===== src/rtl/reg_wr_pkg.sv =====
// -----------------------------------------------------------------------------
// reg_wr_pkg
// Shared types and defaults for the register-write arbiter.
//   state_t    : arbiter FSM states (IDLE, SETUP, PULSE, HOLD)
//   *_CYC_DEF  : default phase lengths in clock cycles
//   cnt_width  : width of the single phase down-counter
// -----------------------------------------------------------------------------
package reg_wr_pkg;

    typedef enum logic [1:0] {
        IDLE  = 2'd0,
        SETUP = 2'd1,
        PULSE = 2'd2,
        HOLD  = 2'd3
    } state_t;

    localparam int SETUP_CYC_DEF = 1;
    localparam int PULSE_CYC_DEF = 4;
    localparam int HOLD_CYC_DEF  = 4;

    // Counter must be able to hold the longest of the three phase lengths.
    function automatic int cnt_width(input int setup_cyc, input int pulse_cyc, input int hold_cyc);
        int max_v;
        max_v = setup_cyc;
        max_v = (pulse_cyc > max_v) ? pulse_cyc : max_v;
        max_v = (hold_cyc  > max_v) ? hold_cyc  : max_v;
        return $clog2(max_v + 1);
    endfunction

endpackage


===== src/rtl/reg_wr_arbiter_if.sv =====
// -----------------------------------------------------------------------------
// reg_wr_arbiter_if
// Requester handshake plus shared register write bus.
//   req/req_data : per-requester level request and flattened data
//   ack          : one-cycle one-hot completion pulse
//   busy         : a write transaction is in progress
//   wr_req       : write strobe, falling edge commits downstream
//   wr_data      : data to the register block
// Modports: master = arbiter side, slave = requesters / register block side.
// -----------------------------------------------------------------------------
interface reg_wr_arbiter_if #(
    parameter int NUM_REQ = 2,
    parameter int DATA_W  = 8
);

    logic [NUM_REQ-1:0]        req;
    logic [NUM_REQ*DATA_W-1:0] req_data;
    logic [NUM_REQ-1:0]        ack;
    logic                      busy;
    logic                      wr_req;
    logic [DATA_W-1:0]         wr_data;

    modport master (
        input  req,
        input  req_data,
        output ack,
        output busy,
        output wr_req,
        output wr_data
    );

    modport slave (
        output req,
        output req_data,
        input  ack,
        input  busy,
        input  wr_req,
        input  wr_data
    );

endinterface


===== src/rtl/reg_wr_arbiter_rr_arbiter.sv =====
// -----------------------------------------------------------------------------
// rr_arbiter
// Combinational round-robin pick: scans req starting at ptr, wrapping,
// and reports the first set bit.
//   req          : request vector
//   ptr          : index to start scanning from
//   grant_onehot : one-hot winner (all zero when nothing requested)
//   grant_idx    : binary winner index
//   any          : at least one request present
// -----------------------------------------------------------------------------
module rr_arbiter #(
    parameter int N     = 2,
    parameter int IDX_W = (N > 1) ? $clog2(N) : 1
) (
    input  logic [N-1:0]     req,
    input  logic [IDX_W-1:0] ptr,
    output logic [N-1:0]     grant_onehot,
    output logic [IDX_W-1:0] grant_idx,
    output logic             any
);

    // Scan N candidates from ptr upward; the first requesting one wins.
    always_comb begin
        int               cand_s;
        logic [IDX_W-1:0] cand_idx_s;
        logic             hit_s;
        grant_onehot = '0;
        grant_idx    = '0;
        any          = 1'b0;
        cand_s       = 0;
        cand_idx_s   = '0;
        hit_s        = 1'b0;
        for (int i = 0; i < N; i++) begin
            cand_s     = int'(ptr) + i;
            cand_s     = (cand_s >= N) ? (cand_s - N) : cand_s;
            cand_idx_s = IDX_W'(cand_s);
            hit_s      = req[cand_idx_s] & ~any;
            any        = any | hit_s;
            grant_idx  = hit_s ? cand_idx_s : grant_idx;
            grant_onehot[cand_idx_s] = hit_s;
        end
    end

endmodule


===== src/rtl/reg_wr_arbiter.sv =====
// -----------------------------------------------------------------------------
// reg_wr_arbiter
// Shares the single write port of the configuration register block between
// NUM_REQ requesters. One winner per IDLE cycle; its data is latched and held
// through SETUP, a PULSE-long wr_req strobe and HOLD, so a 2-FF synchroniser
// downstream reliably sees the falling edge with stable data. ack pulses in
// the last HOLD cycle.
// Ports:
//   clk, rst : clock, asynchronous active-high reset
//   bus      : reg_wr_arbiter_if.master (req, req_data, ack, busy, wr_req, wr_data)
// Optional feature macro: REG_WR_ARB_PRIO_EN
//   defined   -> requester 0 has fixed top priority and does not move rr_ptr
//   undefined -> pure round-robin
// -----------------------------------------------------------------------------
module reg_wr_arbiter
    import reg_wr_pkg::*;
#(
    parameter int NUM_REQ   = 2,
    parameter int DATA_W    = 8,
    parameter int SETUP_CYC = SETUP_CYC_DEF,
    parameter int PULSE_CYC = PULSE_CYC_DEF,
    parameter int HOLD_CYC  = HOLD_CYC_DEF
) (
    input  logic           clk,
    input  logic           rst,
    reg_wr_arbiter_if.master bus
);

    localparam int IDX_W = (NUM_REQ > 1) ? $clog2(NUM_REQ) : 1;
    localparam int CNT_W = cnt_width(SETUP_CYC, PULSE_CYC, HOLD_CYC);

    state_t             state_r;
    logic [CNT_W-1:0]   cnt_r;
    logic [IDX_W-1:0]   rr_ptr_r;
    logic [NUM_REQ-1:0] winner_oh_r;
    logic               wr_req_r;
    logic [DATA_W-1:0]  wr_data_r;
    logic [NUM_REQ-1:0] ack_r;
    logic               busy_r;

    logic [NUM_REQ-1:0] arb_req_s;
    logic [NUM_REQ-1:0] rr_oh_s;
    logic [IDX_W-1:0]   rr_idx_s;
    logic               rr_any_s;
    logic [NUM_REQ-1:0] win_oh_s;
    logic [IDX_W-1:0]   win_idx_s;
    logic               win_any_s;
    logic               adv_s;
    logic [IDX_W-1:0]   next_ptr_s;
    logic [DATA_W-1:0]  grant_data_s;

`ifdef REG_WR_ARB_PRIO_EN
    // Requester 0 is handled outside the round-robin ring.
    assign arb_req_s = bus.req & ~NUM_REQ'(1);
`else
    assign arb_req_s = bus.req;
`endif

    rr_arbiter #(
        .N     (NUM_REQ),
        .IDX_W (IDX_W)
    ) u_rr_arbiter (
        .req          (arb_req_s),
        .ptr          (rr_ptr_r),
        .grant_onehot (rr_oh_s),
        .grant_idx    (rr_idx_s),
        .any          (rr_any_s)
    );

    // Final winner selection, pointer advance and data mux of the winner.
    always_comb begin
        win_oh_s     = rr_oh_s;
        win_idx_s    = rr_idx_s;
        win_any_s    = rr_any_s;
        adv_s        = 1'b1;
`ifdef REG_WR_ARB_PRIO_EN
        if (bus.req[0]) begin
            win_oh_s  = NUM_REQ'(1);
            win_idx_s = '0;
            win_any_s = 1'b1;
            adv_s     = 1'b0;
        end else begin
            adv_s     = 1'b1;
        end
`endif
        next_ptr_s   = (win_idx_s == IDX_W'(NUM_REQ - 1)) ? '0 : (win_idx_s + IDX_W'(1));
        grant_data_s = '0;
        for (int i = 0; i < NUM_REQ; i++) begin
            grant_data_s = win_oh_s[i] ? bus.req_data[i*DATA_W +: DATA_W] : grant_data_s;
        end
    end

    // Transaction FSM: grant, setup, strobe, hold, ack; all outputs registered.
    always_ff @(posedge clk or posedge rst) begin
        if (rst) begin
            state_r     <= IDLE;
            cnt_r       <= '0;
            rr_ptr_r    <= '0;
            winner_oh_r <= '0;
            wr_req_r    <= 1'b0;
            wr_data_r   <= '0;
            ack_r       <= '0;
            busy_r      <= 1'b0;
        end else begin
            case (state_r)
                IDLE: begin
                    ack_r <= '0;
                    if (win_any_s) begin
                        wr_data_r   <= grant_data_s;
                        winner_oh_r <= win_oh_s;
                        if (adv_s) begin
                            rr_ptr_r <= next_ptr_s;
                        end
                        cnt_r   <= CNT_W'(SETUP_CYC);
                        busy_r  <= 1'b1;
                        state_r <= SETUP;
                    end
                end
                SETUP: begin
                    if (cnt_r == CNT_W'(1)) begin
                        cnt_r    <= CNT_W'(PULSE_CYC);
                        wr_req_r <= 1'b1;
                        state_r  <= PULSE;
                    end else begin
                        cnt_r <= cnt_r - CNT_W'(1);
                    end
                end
                PULSE: begin
                    if (cnt_r == CNT_W'(1)) begin
                        cnt_r    <= CNT_W'(HOLD_CYC);
                        wr_req_r <= 1'b0;
                        state_r  <= HOLD;
                    end else begin
                        cnt_r <= cnt_r - CNT_W'(1);
                    end
                end
                HOLD: begin
                    // Registered ack must be raised one cycle early to land in the last HOLD cycle.
                    ack_r <= (cnt_r == CNT_W'(2)) ? winner_oh_r : '0;
                    if (cnt_r == CNT_W'(1)) begin
                        busy_r  <= 1'b0;
                        state_r <= IDLE;
                    end else begin
                        cnt_r <= cnt_r - CNT_W'(1);
                    end
                end
                default: begin
                    state_r  <= IDLE;
                    wr_req_r <= 1'b0;
                    ack_r    <= '0;
                    busy_r   <= 1'b0;
                end
            endcase
        end
    end

    assign bus.wr_req  = wr_req_r;
    assign bus.wr_data = wr_data_r;
    assign bus.ack     = ack_r;
    assign bus.busy    = busy_r;

endmodule


===== src/flat_wrapper.sv =====
// flat-port wrapper written by rule: the top's interface ports become plain ports
module reg_wr_arbiter_flat import reg_wr_pkg::*;
#(
    parameter int NUM_REQ   = 2,
    parameter int DATA_W    = 8,
    parameter int SETUP_CYC = SETUP_CYC_DEF,
    parameter int PULSE_CYC = PULSE_CYC_DEF,
    parameter int HOLD_CYC  = HOLD_CYC_DEF
)
  (clk, rst, bus_req, bus_req_data, bus_ack, bus_busy, bus_wr_req, bus_wr_data);
  reg_wr_arbiter_if #(.NUM_REQ(NUM_REQ), .DATA_W(DATA_W)) bus_i ();
  input  logic clk;
  input  logic rst;
  input wire logic [$bits(bus_i.req)-1:0] bus_req;
  input wire logic [$bits(bus_i.req_data)-1:0] bus_req_data;
  output wire logic [$bits(bus_i.ack)-1:0] bus_ack;
  output wire logic [$bits(bus_i.busy)-1:0] bus_busy;
  output wire logic [$bits(bus_i.wr_req)-1:0] bus_wr_req;
  output wire logic [$bits(bus_i.wr_data)-1:0] bus_wr_data;
  assign bus_i.req = bus_req;
  assign bus_i.req_data = bus_req_data;
  assign bus_ack = bus_i.ack;
  assign bus_busy = bus_i.busy;
  assign bus_wr_req = bus_i.wr_req;
  assign bus_wr_data = bus_i.wr_data;
  reg_wr_arbiter #(.NUM_REQ(NUM_REQ), .DATA_W(DATA_W), .SETUP_CYC(SETUP_CYC), .PULSE_CYC(PULSE_CYC), .HOLD_CYC(HOLD_CYC)) u_core (.clk(clk), .rst(rst), .bus(bus_i));
endmodule

===== config.mk =====
export PLATFORM = sky130hd
export DESIGN_NAME = reg_wr_arbiter_flat
export DESIGN_NICKNAME = d
export VERILOG_FILES = /design/src/rtl/reg_wr_pkg.sv /design/src/rtl/reg_wr_arbiter_if.sv /design/src/rtl/reg_wr_arbiter_rr_arbiter.sv /design/src/rtl/reg_wr_arbiter.sv /design/src/flat_wrapper.sv
export SDC_FILE = /design/constraint.sdc
export NUM_CORES = 1
export LEC_CHECK = 0
export CORE_MARGIN = 5
export CORE_UTILIZATION = 58
export CTS_BUF_LIST = sky130_fd_sc_hd__clkbuf_8
export DETAILED_ROUTE_END_ITERATION = 16
export DONT_BUFFER_PORTS = 1
export PLACE_DENSITY = 0.78
export SKIP_CTS_REPAIR_TIMING = 1
export SYNTH_ARGS = -nofsm -noshare
export SYNTH_HDL_FRONTEND = slang
export SYNTH_SLANG_ARGS = --single-unit
export TNS_END_PERCENT = 100

===== constraint.sdc =====
create_clock -name clk -period 1.66 [get_ports clk]
set_input_delay 0.332 -clock clk [delete_from_list [all_inputs] [get_ports clk]]
set_output_delay 0.332 -clock clk [all_outputs]
set_load 0.005 [all_outputs]

==> impl_metrics.toml <==
[final_layout]
syn_to_final_growth_pct = 10.8
drive_gt1_frac = 0.148
antennaDiodeCount = 0
postLayoutCellArea_um2 = 1180
postLayoutCoreUtil = 0.677
nets = 137
layout_commonest_cell = "dfrtp_1"
final_cell_mix = "20 x dfrtp_1, 14 x nand2_1, 8 x o21ai_0, 8 x a32oi_1, 8 x ha_1"

[timing]
tightest_slew_ns = 0.392
fmax_mhz = 643
post-route-min-period_ns = 1.56
hold_viol = 0
drv_slew = 0
period_share = 0.937
relSlewSlack = 0.732
final.setup.tns_ns = 0
finalSetupViolCount = 0
whs_ns = 0.193
rsz0062_at_grt = "no"
setup_ws_ns = 0.104
skew_ns = 0.00296

[grt]
grt_pass1_wl_um = 3880
grt_overflow = 0
antenna_found_initial = 0
grt_pass1_vias = 860
grt_usage = 0.189
grt_max_degree = 16

[placed_design]
portBuffers = 0
place_ws_ns = 0.0796
dp.final_hpwl_um = 1710
gp_routability_congestion = 0.764
place_area_um2 = 1110

[critical_path]
crit_slowest_cell = "dfrtp_1"
critPathBufInv = 1
r2r_slack_ns = 0.10
r2r_start = "u_core.state_r[1]"
r2r_cells = 5
crit_path_end_kind = "flip-flop"
timing.rr.end = "u_core.cnt_r[2]"
max_stage_delay_ns = 0.43
cp-start-kind = "flip-flop"
critPathMaxFanout = 4
critPathLaunch = "u_core.state_r[1]"
cp_top_family = "compound AO/OA/AOI/OAI gates"
cp.arrival_ns = 1.76
cp.required_ns = 1.86
crit_chain = "inv_2, ha_1, nor2_1, a2111oi_0, o22a_1"
critPathKind = "flip-flop to flip-flop"

[logic_synthesis]
async_flop_share = 1.00
syn_nets = 131
synth_edf_count = 0
synth-seq-area-share = 0.469
yosys_warnings = 0
synth.ff_latch_count = 20
ys_types = 30
synth_area_um2 = 1070
synth_ff_type = "dfrtp_1"
syn_inst = 103
avgSynthCellArea_um2 = 10.3

[routing]
wl_um = 2320
firstDrtPassIters = 4
postRouteAntennaNets = 0
drt_iter0_drc = 8
num_vias = 807
wl_per_cell_um = 17.4
drc = 0
vias_per_cell = 6.07

[die]
start_util = 0.611
die_h_um = 52.9
die_w_um = 52.9
core_area_um2 = 1750
pin_count = 32
num_rows = 15
die_area_um2 = 2800

[power]
switching_share = 0.398
leakagePower_nw = 0.543
seqPwrFrac = 0.370
clockPowerShare = 0.156
power_frac_comb = 0.474
cellInternalPower_mw = 1.43
power_switching_mw = 0.949
peakVddDrop_v = 0.00106
power.density_nw_per_um2 = 2020

[clock_network]
clk_latency_ns = 0.26
cts-root-buf = "clkbuf_8"
htree_levels = 1
path_clk_slew_ns = 0.07
cts_sinks = 20
cts_tree = "built"
cts_buffer_depth = 2
cts_buffers = 3

[run]
drv_cap = 0

[min_path]
holdPathEnd = "u_core.bus.wr_data[1]"
hp-start = "bus_req_data[1]"
hold_class = "input pin to flip-flop"
worstHoldPathCells = 2

[run_status]
status = "finished, final reports clean"
-- through the flow --
| step | std cells | power [mW] |
|---|---|---|
| after CTS | 132 | 2.36 |
| after global placement | 128 | 1.91 |
| after floorplan | 103 | 1.72 |
| after detailed placement | 128 | 1.98 |
| final | 133 | 2.38 |
| after global routing | 133 | 2.59 |
-- cell usage after synthesis, types with 2 or more instances --
cell type,count,area [µm²]
a22o_1,2,17.5
inv_1,7,26.3
nand2_1,14,52.6
nor2_1,3,11.3
a21oi_1,2,10.0
a32oi_1,8,70.1
o31ai_1,2,15.0
ha_1,8,100
clkbuf_1,2,7.51
nand3_1,6,30.0
nand2b_1,2,12.5
buf_2,2,10.0
and3b_1,2,17.5
dfrtp_1,20,500
o21ai_0,8,40.0
-- worst max path at each step --
stage	endpoint	slack [ns]	cells past startpoint
finish	u_core.cnt_r[2]	0.10	5
CTS	u_core.state_r[1]	0.06	5
global route	u_core.bus.wr_data[3]	0.03	6
global placement	u_core.cnt_r[2]	0.12	5
detailed placement	u_core.state_r[1]	0.08	5
floorplan	u_core.state_r[1]	0.07	5
-- per-layer routing --
layer | track usage | up-vias | part of all wire
li1 | - | 385 | -
met1 | 0.244 | 387 | 0.43
met4 | 0.0766 | 0 | 0.017
met5 | 0 | - | 0
met3 | 0.0310 | 5 | 0.051
met2 | 0.312 | 30 | 0.51
-- sequential cells by signal, indices dropped and copies added (netlist names), named ones only --
register	cells
u_core.bus.ack	2
u_core.bus.busy	1
u_core.bus.wr_data	8
u_core.bus.wr_req	1
u_core.cnt_r	3
u_core.state_r	2
u_core.winner_oh_r	2
-- power by group through the flow --
stage	clock network [mW]	registers (mW)	logic (mW)
after floorplan	0	0.834	0.883
after global placement	0	0.871	1.04
after detailed placement	0	0.881	1.10
after CTS	0.379	0.875	1.11
after global routing	0.393	0.910	1.28
final	0.373	0.880	1.13
-- layout make-up --
cell class                 count  area, µm²
inverter                       7       26.3
multi-input combinational     71        517
timing repair buffer           6       51.3
clock buffer                   4       55.1
sequential                    20        500
tap                           25       31.3
fill                         133        564
-- logic make-up (layout without fill, tap and decap cells) --
logic type      count (synthesis)  count (layout)  share of synthesized area
compound gates                 30              30                      0.215
fa+ha+maj                       8               8                     0.0939
buf+inv                        12              17                     0.0481
flops                          20              20                      0.469
mux                             2               2                     0.0235
simple gates                   31              31                      0.150
Power figures use the tool's default switching activity.
